--- src/rtl/control_sequencer.sv ---
// Moore control sequencer for the single-bus Mini SRC datapath.
// Fetch/execute T-states with memory wait states on T1, ld-T6, st-T7.
module control_sequencer (
  input  logic       clock,
  input  logic       clear,
  input  logic [4:0] ir_op,
  input  logic       stop,
  input  logic       mem_ready,
  output logic       run,
  output logic       PCout,
  output logic       PCin,
  output logic       IncPC,
  output logic       MARin,
  output logic       MDRin,
  output logic       MDRout,
  output logic       Read,
  output logic       Write,
  output logic       IRin,
  output logic       Yin,
  output logic       Zin,
  output logic       Zlowout,
  output logic       Cout,
  output logic       Gra,
  output logic       Grb,
  output logic       Grc,
  output logic       Rin,
  output logic       Rout,
  output logic       BAout,
  output logic [4:0] alu_op
);

  localparam logic [4:0] OP_LD   = 5'b00000;
  localparam logic [4:0] OP_LDI  = 5'b00001;
  localparam logic [4:0] OP_ST   = 5'b00010;
  localparam logic [4:0] OP_ADD  = 5'b00011;
  localparam logic [4:0] OP_SUB  = 5'b00100;
  localparam logic [4:0] OP_AND  = 5'b00101;
  localparam logic [4:0] OP_OR   = 5'b00110;
  localparam logic [4:0] OP_ADDI = 5'b01100;
  localparam logic [4:0] OP_ANDI = 5'b01101;
  localparam logic [4:0] OP_ORI  = 5'b01110;
  localparam logic [4:0] OP_JR   = 5'b10100;
  localparam logic [4:0] OP_HALT = 5'b11001;

  typedef enum logic [4:0] {
    S_RESET, S_T0, S_T1, S_T2, S_T3,
    S_R4, S_R5, S_I4, S_I5,
    S_L4, S_L5, S_L6, S_L7,
    S_S4, S_S5, S_S6, S_S7,
    S_HALT
  } state_t;

  state_t state;
  state_t done_state;

  logic is_r, is_i, is_ldi, is_ld, is_st, is_jr, is_halt;
  logic [4:0] imm_alu;

  assign is_r = (ir_op == OP_ADD) || (ir_op == OP_SUB)
             || (ir_op == OP_AND) || (ir_op == OP_OR);
  assign is_i = (ir_op == OP_ADDI) || (ir_op == OP_ANDI)
             || (ir_op == OP_ORI);
  assign is_ldi  = (ir_op == OP_LDI);
  assign is_ld   = (ir_op == OP_LD);
  assign is_st   = (ir_op == OP_ST);
  assign is_jr   = (ir_op == OP_JR);
  assign is_halt = (ir_op == OP_HALT);

  // Immediate forms reuse the register-form ALU codes; ld/st/ldi add.
  assign imm_alu = (ir_op == OP_ANDI) ? OP_AND :
                   (ir_op == OP_ORI)  ? OP_OR  : OP_ADD;

  assign done_state = stop ? S_HALT : S_T0;

  always_ff @(posedge clock or negedge clear) begin
    if (!clear) begin
      state <= S_RESET;
    end else begin
      unique case (state)
        S_RESET: state <= S_T0;
        S_T0:    state <= S_T1;
        S_T1:    if (mem_ready) state <= S_T2;
        S_T2:    state <= S_T3;
        S_T3: begin
          unique case (1'b1)
            is_r:            state <= S_R4;
            is_i || is_ldi:  state <= S_I4;
            is_ld:           state <= S_L4;
            is_st:           state <= S_S4;
            is_halt:         state <= S_HALT;
            default:         state <= done_state;
          endcase
        end
        S_R4:    state <= S_R5;
        S_R5:    state <= done_state;
        S_I4:    state <= S_I5;
        S_I5:    state <= done_state;
        S_L4:    state <= S_L5;
        S_L5:    state <= S_L6;
        S_L6:    if (mem_ready) state <= S_L7;
        S_L7:    state <= done_state;
        S_S4:    state <= S_S5;
        S_S5:    state <= S_S6;
        S_S6:    state <= S_S7;
        S_S7:    if (mem_ready) state <= done_state;
        S_HALT:  state <= S_HALT;
        default: state <= S_RESET;
      endcase
    end
  end

  always_comb begin
    run     = 1'b1;
    PCout   = 1'b0;
    PCin    = 1'b0;
    IncPC   = 1'b0;
    MARin   = 1'b0;
    MDRin   = 1'b0;
    MDRout  = 1'b0;
    Read    = 1'b0;
    Write   = 1'b0;
    IRin    = 1'b0;
    Yin     = 1'b0;
    Zin     = 1'b0;
    Zlowout = 1'b0;
    Cout    = 1'b0;
    Gra     = 1'b0;
    Grb     = 1'b0;
    Grc     = 1'b0;
    Rin     = 1'b0;
    Rout    = 1'b0;
    BAout   = 1'b0;
    alu_op  = 5'd0;
    unique case (state)
      S_RESET, S_HALT: run = 1'b0;
      S_T0: begin
        PCout = 1'b1;
        MARin = 1'b1;
        IncPC = 1'b1;
        Zin   = 1'b1;
      end
      S_T1: begin
        Zlowout = 1'b1;
        PCin    = 1'b1;
        Read    = 1'b1;
        MDRin   = 1'b1;
      end
      S_T2: begin
        MDRout = 1'b1;
        IRin   = 1'b1;
      end
      S_T3: begin
        unique case (1'b1)
          is_r || is_i: begin
            Grb  = 1'b1;
            Rout = 1'b1;
            Yin  = 1'b1;
          end
          is_ldi || is_ld || is_st: begin
            Grb   = 1'b1;
            BAout = 1'b1;
            Yin   = 1'b1;
          end
          is_jr: begin
            Gra  = 1'b1;
            Rout = 1'b1;
            PCin = 1'b1;
          end
          default: ;
        endcase
      end
      S_R4: begin
        Grc    = 1'b1;
        Rout   = 1'b1;
        Zin    = 1'b1;
        alu_op = ir_op;
      end
      S_I4, S_L4, S_S4: begin
        Cout   = 1'b1;
        Zin    = 1'b1;
        alu_op = imm_alu;
      end
      S_R5, S_I5: begin
        Zlowout = 1'b1;
        Gra     = 1'b1;
        Rin     = 1'b1;
      end
      S_L5, S_S5: begin
        Zlowout = 1'b1;
        MARin   = 1'b1;
      end
      S_L6: begin
        Read  = 1'b1;
        MDRin = 1'b1;
      end
      S_L7: begin
        MDRout = 1'b1;
        Gra    = 1'b1;
        Rin    = 1'b1;
      end
      // Read stays low so the MDR takes the register value off the bus.
      S_S6: begin
        Gra   = 1'b1;
        Rout  = 1'b1;
        MDRin = 1'b1;
      end
      S_S7: Write = 1'b1;
      default: run = 1'b0;
    endcase
  end

endmodule

--- config.mk ---
export PLATFORM = sky130hd
export DESIGN_NAME = control_sequencer
export DESIGN_NICKNAME = d
export VERILOG_FILES = /design/src/rtl/control_sequencer.sv
export SDC_FILE = /design/constraint.sdc
export NUM_CORES = 1
export LEC_CHECK = 0
export CAP_MARGIN = 20
export CORE_MARGIN = 2
export CORE_UTILIZATION = 55
export CTS_CLUSTER_SIZE = 10
export DETAILED_ROUTE_END_ITERATION = 7
export DONT_BUFFER_PORTS = 1
export PLACE_DENSITY = 0.78
export SLEW_MARGIN = 10
export SYNTH_ARGS = -nofsm -noshare
export SYNTH_HDL_FRONTEND = slang
export SYNTH_SLANG_ARGS = --single-unit
--- constraint.sdc ---
create_clock -name clock -period 4 [get_ports clock]
set_clock_uncertainty 0.2 [all_clocks]
set_input_delay 0.6 -clock clock [delete_from_list [all_inputs] [get_ports clock]]
set_output_delay 0.6 -clock clock [all_outputs]
set_load 0.03 [all_outputs]
==> impl_metrics.prom <==
# TYPE chip_impl_metric gauge
chip_impl_metric{name="area_of_placed_instances",unit="um^2"} 861
chip_impl_metric{name="fillCellCount",unit=""} 153
chip_impl_info{name="critical-path-top-cell-by-count",value="nand2b_1"} 1
chip_impl_metric{name="final-instance-count-excl-fill",unit=""} 145
chip_impl_info{name="setup.worst_path.class",value="reg -> out"} 1
chip_impl_metric{name="slew_headroom",unit="%"} 40.0
chip_impl_metric{name="placed_cells",unit=""} 140
chip_impl_metric{name="place_congestion",unit=""} 0.866
chip_impl_metric{name="drt_iter0_markers",unit=""} 32
chip_impl_metric{name="cellPowerDensity",unit="nW/um^2"} 928
chip_impl_metric{name="place_hpwl",unit="um"} 1630
chip_impl_info{name="largestRegisters",value="state (5)"} 1
chip_impl_info{name="timing.rr.start",value="state[2]"} 1
chip_impl_metric{name="tritoncts.num_buffers",unit=""} 3
chip_impl_metric{name="power.leakage",unit="nW"} 0.360
chip_impl_metric{name="cts-resized-gates",unit=""} 0
chip_impl_info{name="synth_ff_type",value="dfrtp_1"} 1
chip_impl_metric{name="post_synth_inst_count",unit=""} 137
chip_impl_metric{name="synth-seq-area-share",unit="%"} 13.9
chip_impl_metric{name="routedWlPerCell",unit="um"} 14.9
chip_impl_metric{name="clock_tree.buffer_depth",unit=""} 2
chip_impl_metric{name="finalHoldViolations",unit=""} 0
chip_impl_info{name="cts_tree",value="built"} 1
chip_impl_info{name="crit_path_start_kind",value="flop"} 1
chip_impl_metric{name="timing.critical_path.slowest_cell_delay",unit="ps"} 700
chip_impl_info{name="type_of_the_most_critical_hold_path",value="in -> reg"} 1
chip_impl_info{name="grt_setup_unrepaired",value="false"} 1
chip_impl_metric{name="cts.reportedPaths.clkPinSlew",unit="ps"} 40
chip_impl_metric{name="area_of_the_multi_input_gates",unit="um^2"} 667
chip_impl_metric{name="global_route.usage.total",unit="%"} 23.1
chip_impl_info{name="synth_top_cells_by_area",value="dfrtp_1 (14%), nor2_1 (8.8%), a21oi_1 (6.1%)"} 1
chip_impl_metric{name="design.portCount",unit=""} 34
chip_impl_metric{name="buffer_and_inverter_count_on_the_worst_path",unit=""} 0
chip_impl_info{name="crit_path_start",value="state[2]"} 1
chip_impl_metric{name="detailedRoute.firstPassIterationCount",unit=""} 4
chip_impl_metric{name="number_of_diodes",unit=""} 0
chip_impl_info{name="timing.critical_path.to_type",value="primary output"} 1
chip_impl_metric{name="finalCriticalPeriod",unit="ps"} 3190
chip_impl_metric{name="average_vias_per_placed_instance",unit=""} 6.70
chip_impl_metric{name="grt_pass1_vias",unit=""} 817
chip_impl_info{name="critical_path.endpoint",value="alu_op[1]"} 1
chip_impl_metric{name="synth_edf_count",unit=""} 0
chip_impl_metric{name="flip_flop_count_of_the_largest_register_after_layout",unit=""} 5
chip_impl_metric{name="largest_net_degree_at_the_start_of_global_routing",unit=""} 26
chip_impl_metric{name="port_buffers",unit=""} 0
chip_impl_info{name="worst_hold_startpoint",value="mem_ready"} 1
chip_impl_metric{name="route.antenna.remaining_nets",unit=""} 0
chip_impl_metric{name="synthDominantCellAreaShare",unit="%"} 13.9
chip_impl_metric{name="maxSlewViolCount",unit=""} 0
chip_impl_metric{name="core_region_area",unit="um^2"} 1520
chip_impl_metric{name="finalPower",unit="mW"} 0.832
chip_impl_metric{name="irDropWorstVdd",unit="mV"} 0.635
chip_impl_metric{name="fp.dieH",unit="um"} 44.4
chip_impl_metric{name="internal_reg_to_reg_setup_slack",unit="ps"} 1970
chip_impl_metric{name="post_synthesis_cell_area",unit="um^2"} 898
chip_impl_metric{name="design_area",unit="um^2"} 897
chip_impl_info{name="max_flop_register",value="state"} 1
chip_impl_metric{name="ff_latch_count_synth",unit=""} 5
chip_impl_metric{name="fp.dieArea",unit="um^2"} 1970
chip_impl_info{name="run_status",value="complete, no violations"} 1
chip_impl_metric{name="detailroute.via_count",unit=""} 972
chip_impl_metric{name="fin_hold_ws",unit="ps"} 292
chip_impl_metric{name="initial_core_util",unit="%"} 58.9
chip_impl_metric{name="async_reset_ff_share",unit="%"} 100
chip_impl_metric{name="post-route-period-util",unit="%"} 79.7
chip_impl_info{name="worst_path_max_delay_cell",value="dfrtp_1"} 1
chip_impl_metric{name="critical_path_peak_fanout",unit=""} 19
chip_impl_metric{name="worstSetupPathDepth",unit=""} 4
chip_impl_metric{name="post-cts-setup-buffer-count",unit=""} 0
chip_impl_metric{name="die_width",unit="um"} 44.4
chip_impl_metric{name="whs_path_depth",unit=""} 1
chip_impl_metric{name="core_rows",unit=""} 14
chip_impl_metric{name="clock_tree.htree_level_count",unit=""} 1
chip_impl_info{name="worstPathCellList",value="nand2b_1, nor3_2, nand2b_1, o21a_1"} 1
chip_impl_metric{name="finalWirelength",unit="um"} 2160
chip_impl_metric{name="ys_types",unit=""} 43
chip_impl_metric{name="clk-insertion-delay-late",unit="ps"} 230
chip_impl_info{name="netlist.top_cell.by_area",value="dfrtp_1"} 1
chip_impl_metric{name="antenna_found_initial",unit=""} 0
chip_impl_metric{name="cts_hold_buf",unit=""} 1
chip_impl_metric{name="timing.max_cap.violations",unit=""} 0
chip_impl_metric{name="cts.sink_count",unit=""} 5
chip_impl_info{name="crit_family",value="simple AND/OR/NAND/NOR gates"} 1
chip_impl_metric{name="grt_pass1_wl",unit="um"} 3510
chip_impl_metric{name="required",unit="ps"} 3200
chip_impl_metric{name="final_layout_size_suffix_gt1_share",unit="%"} 10.1
chip_impl_metric{name="setup_total_negative_slack",unit="ps"} 0
chip_impl_metric{name="worst-slew-pin-transition",unit="ps"} 894
chip_impl_metric{name="final-seq-area",unit="um^2"} 125
chip_impl_metric{name="setup_viol_count_final",unit=""} 0
chip_impl_metric{name="layout-area-overhead-vs-synth",unit="%"} -0.139
chip_impl_metric{name="yosys_warnings",unit=""} 0
chip_impl_metric{name="overflow",unit=""} 0
chip_impl_metric{name="synth_nets",unit=""} 146
chip_impl_metric{name="maxClockFrequency",unit="MHz"} 314
chip_impl_metric{name="cp.arrival",unit="ps"} 2390
chip_impl_metric{name="post-route-drc-count",unit=""} 0
chip_impl_info{name="reg2reg_to",value="state[1]"} 1
chip_impl_info{name="clock_tree.root_cell",value="clkbuf_4"} 1
chip_impl_metric{name="syn_area_per_cell",unit="um^2"} 6.56
chip_impl_metric{name="r2r.worst_path.cells",unit=""} 5
chip_impl_metric{name="nNetsFinal",unit=""} 139
==> how the worst min path moves through the flow <==
| stage | endpoint | slack (ps) |
|---|---|---|
| 2_1_floorplan | state[0] | 100 |
| 3_3_place_gp | state[2] | 100 |
| 3_5_place_dp | state[2] | 100 |
| 4_1_cts | state[4] | 290 |
| 5_1_grt | state[4] | 300 |
| 6_report | state[4] | 290 |
==> where the power goes <==
part	total, mW	switching (mW)	internal [mW]
registers	0.129	0.0567	0.0728
logic	0.648	0.467	0.181
clock network	0.0543	0.0168	0.0375
==> routing by layer <==
layer	global-route usage, %	wire [um]	vias to the layer above	share of wire [%]
li1	-	-	474	-
met1	30.2	941	466	44
met2	40.3	1090	32	50
met3	2.86	133	0	6.1
met4	5.45	0	0	0
met5	0	0	-	0
==> stage by stage <==
step	util [%]	worst slack [ps]
after floorplan	-	1250
after global placement	56.5	1150
after detailed placement	56.5	1100
after CTS	58.9	845
after global routing	58.9	694
final	58.9	814
==> kinds of logic (layout without fill, tap and decap cells) <==
kind of cell / count (synthesis) / count (layout) / share of synthesized area [%]
AND/OR/NAND/NOR: 66 / 66 / 38.2
AO/OA/AOI/OAI: 39 / 39 / 31.1
buffers and inverters: 22 / 14 / 11.8
flip-flops: 5 / 5 / 13.9
XOR/XNOR: 4 / 4 / 3.90
multiplexers: 1 / 1 / 1.11
==> layout make-up <==
class	count	share of cell area, %
timing repair buffer	5	4.46
multi-input combinational	110	74.3
clock buffer	4	2.93
inverter	5	2.09
tap	16	2.23
sequential	5	13.9
==> synth_stat cells (3+ instances only) <==
cell type / number
nor2_1: 21
a21oi_1: 11
buf_2: 10
nand2_1: 10
nor3_1: 9
nand2b_1: 8
dfrtp_1: 5
inv_1: 4
nand3_1: 4
a22oi_1: 3
a31oi_1: 3
and3_1: 3
buf_4: 3
clkbuf_1: 3
o21ai_1: 3
==> layout by cell type (no fill, tap or decap), types with 3 or more instances in the layout <==
master,count
a21oi_1,11
a22oi_1,3
a31oi_1,3
and3_1,3
buf_4,4
clkbuf_4,3
dfrtp_1,5
inv_1,4
nand2_1,10
nand2b_1,8
nand3_1,4
nor2_1,21
nor3_1,9
o21ai_1,3
(Power assumes the default switching activity.)
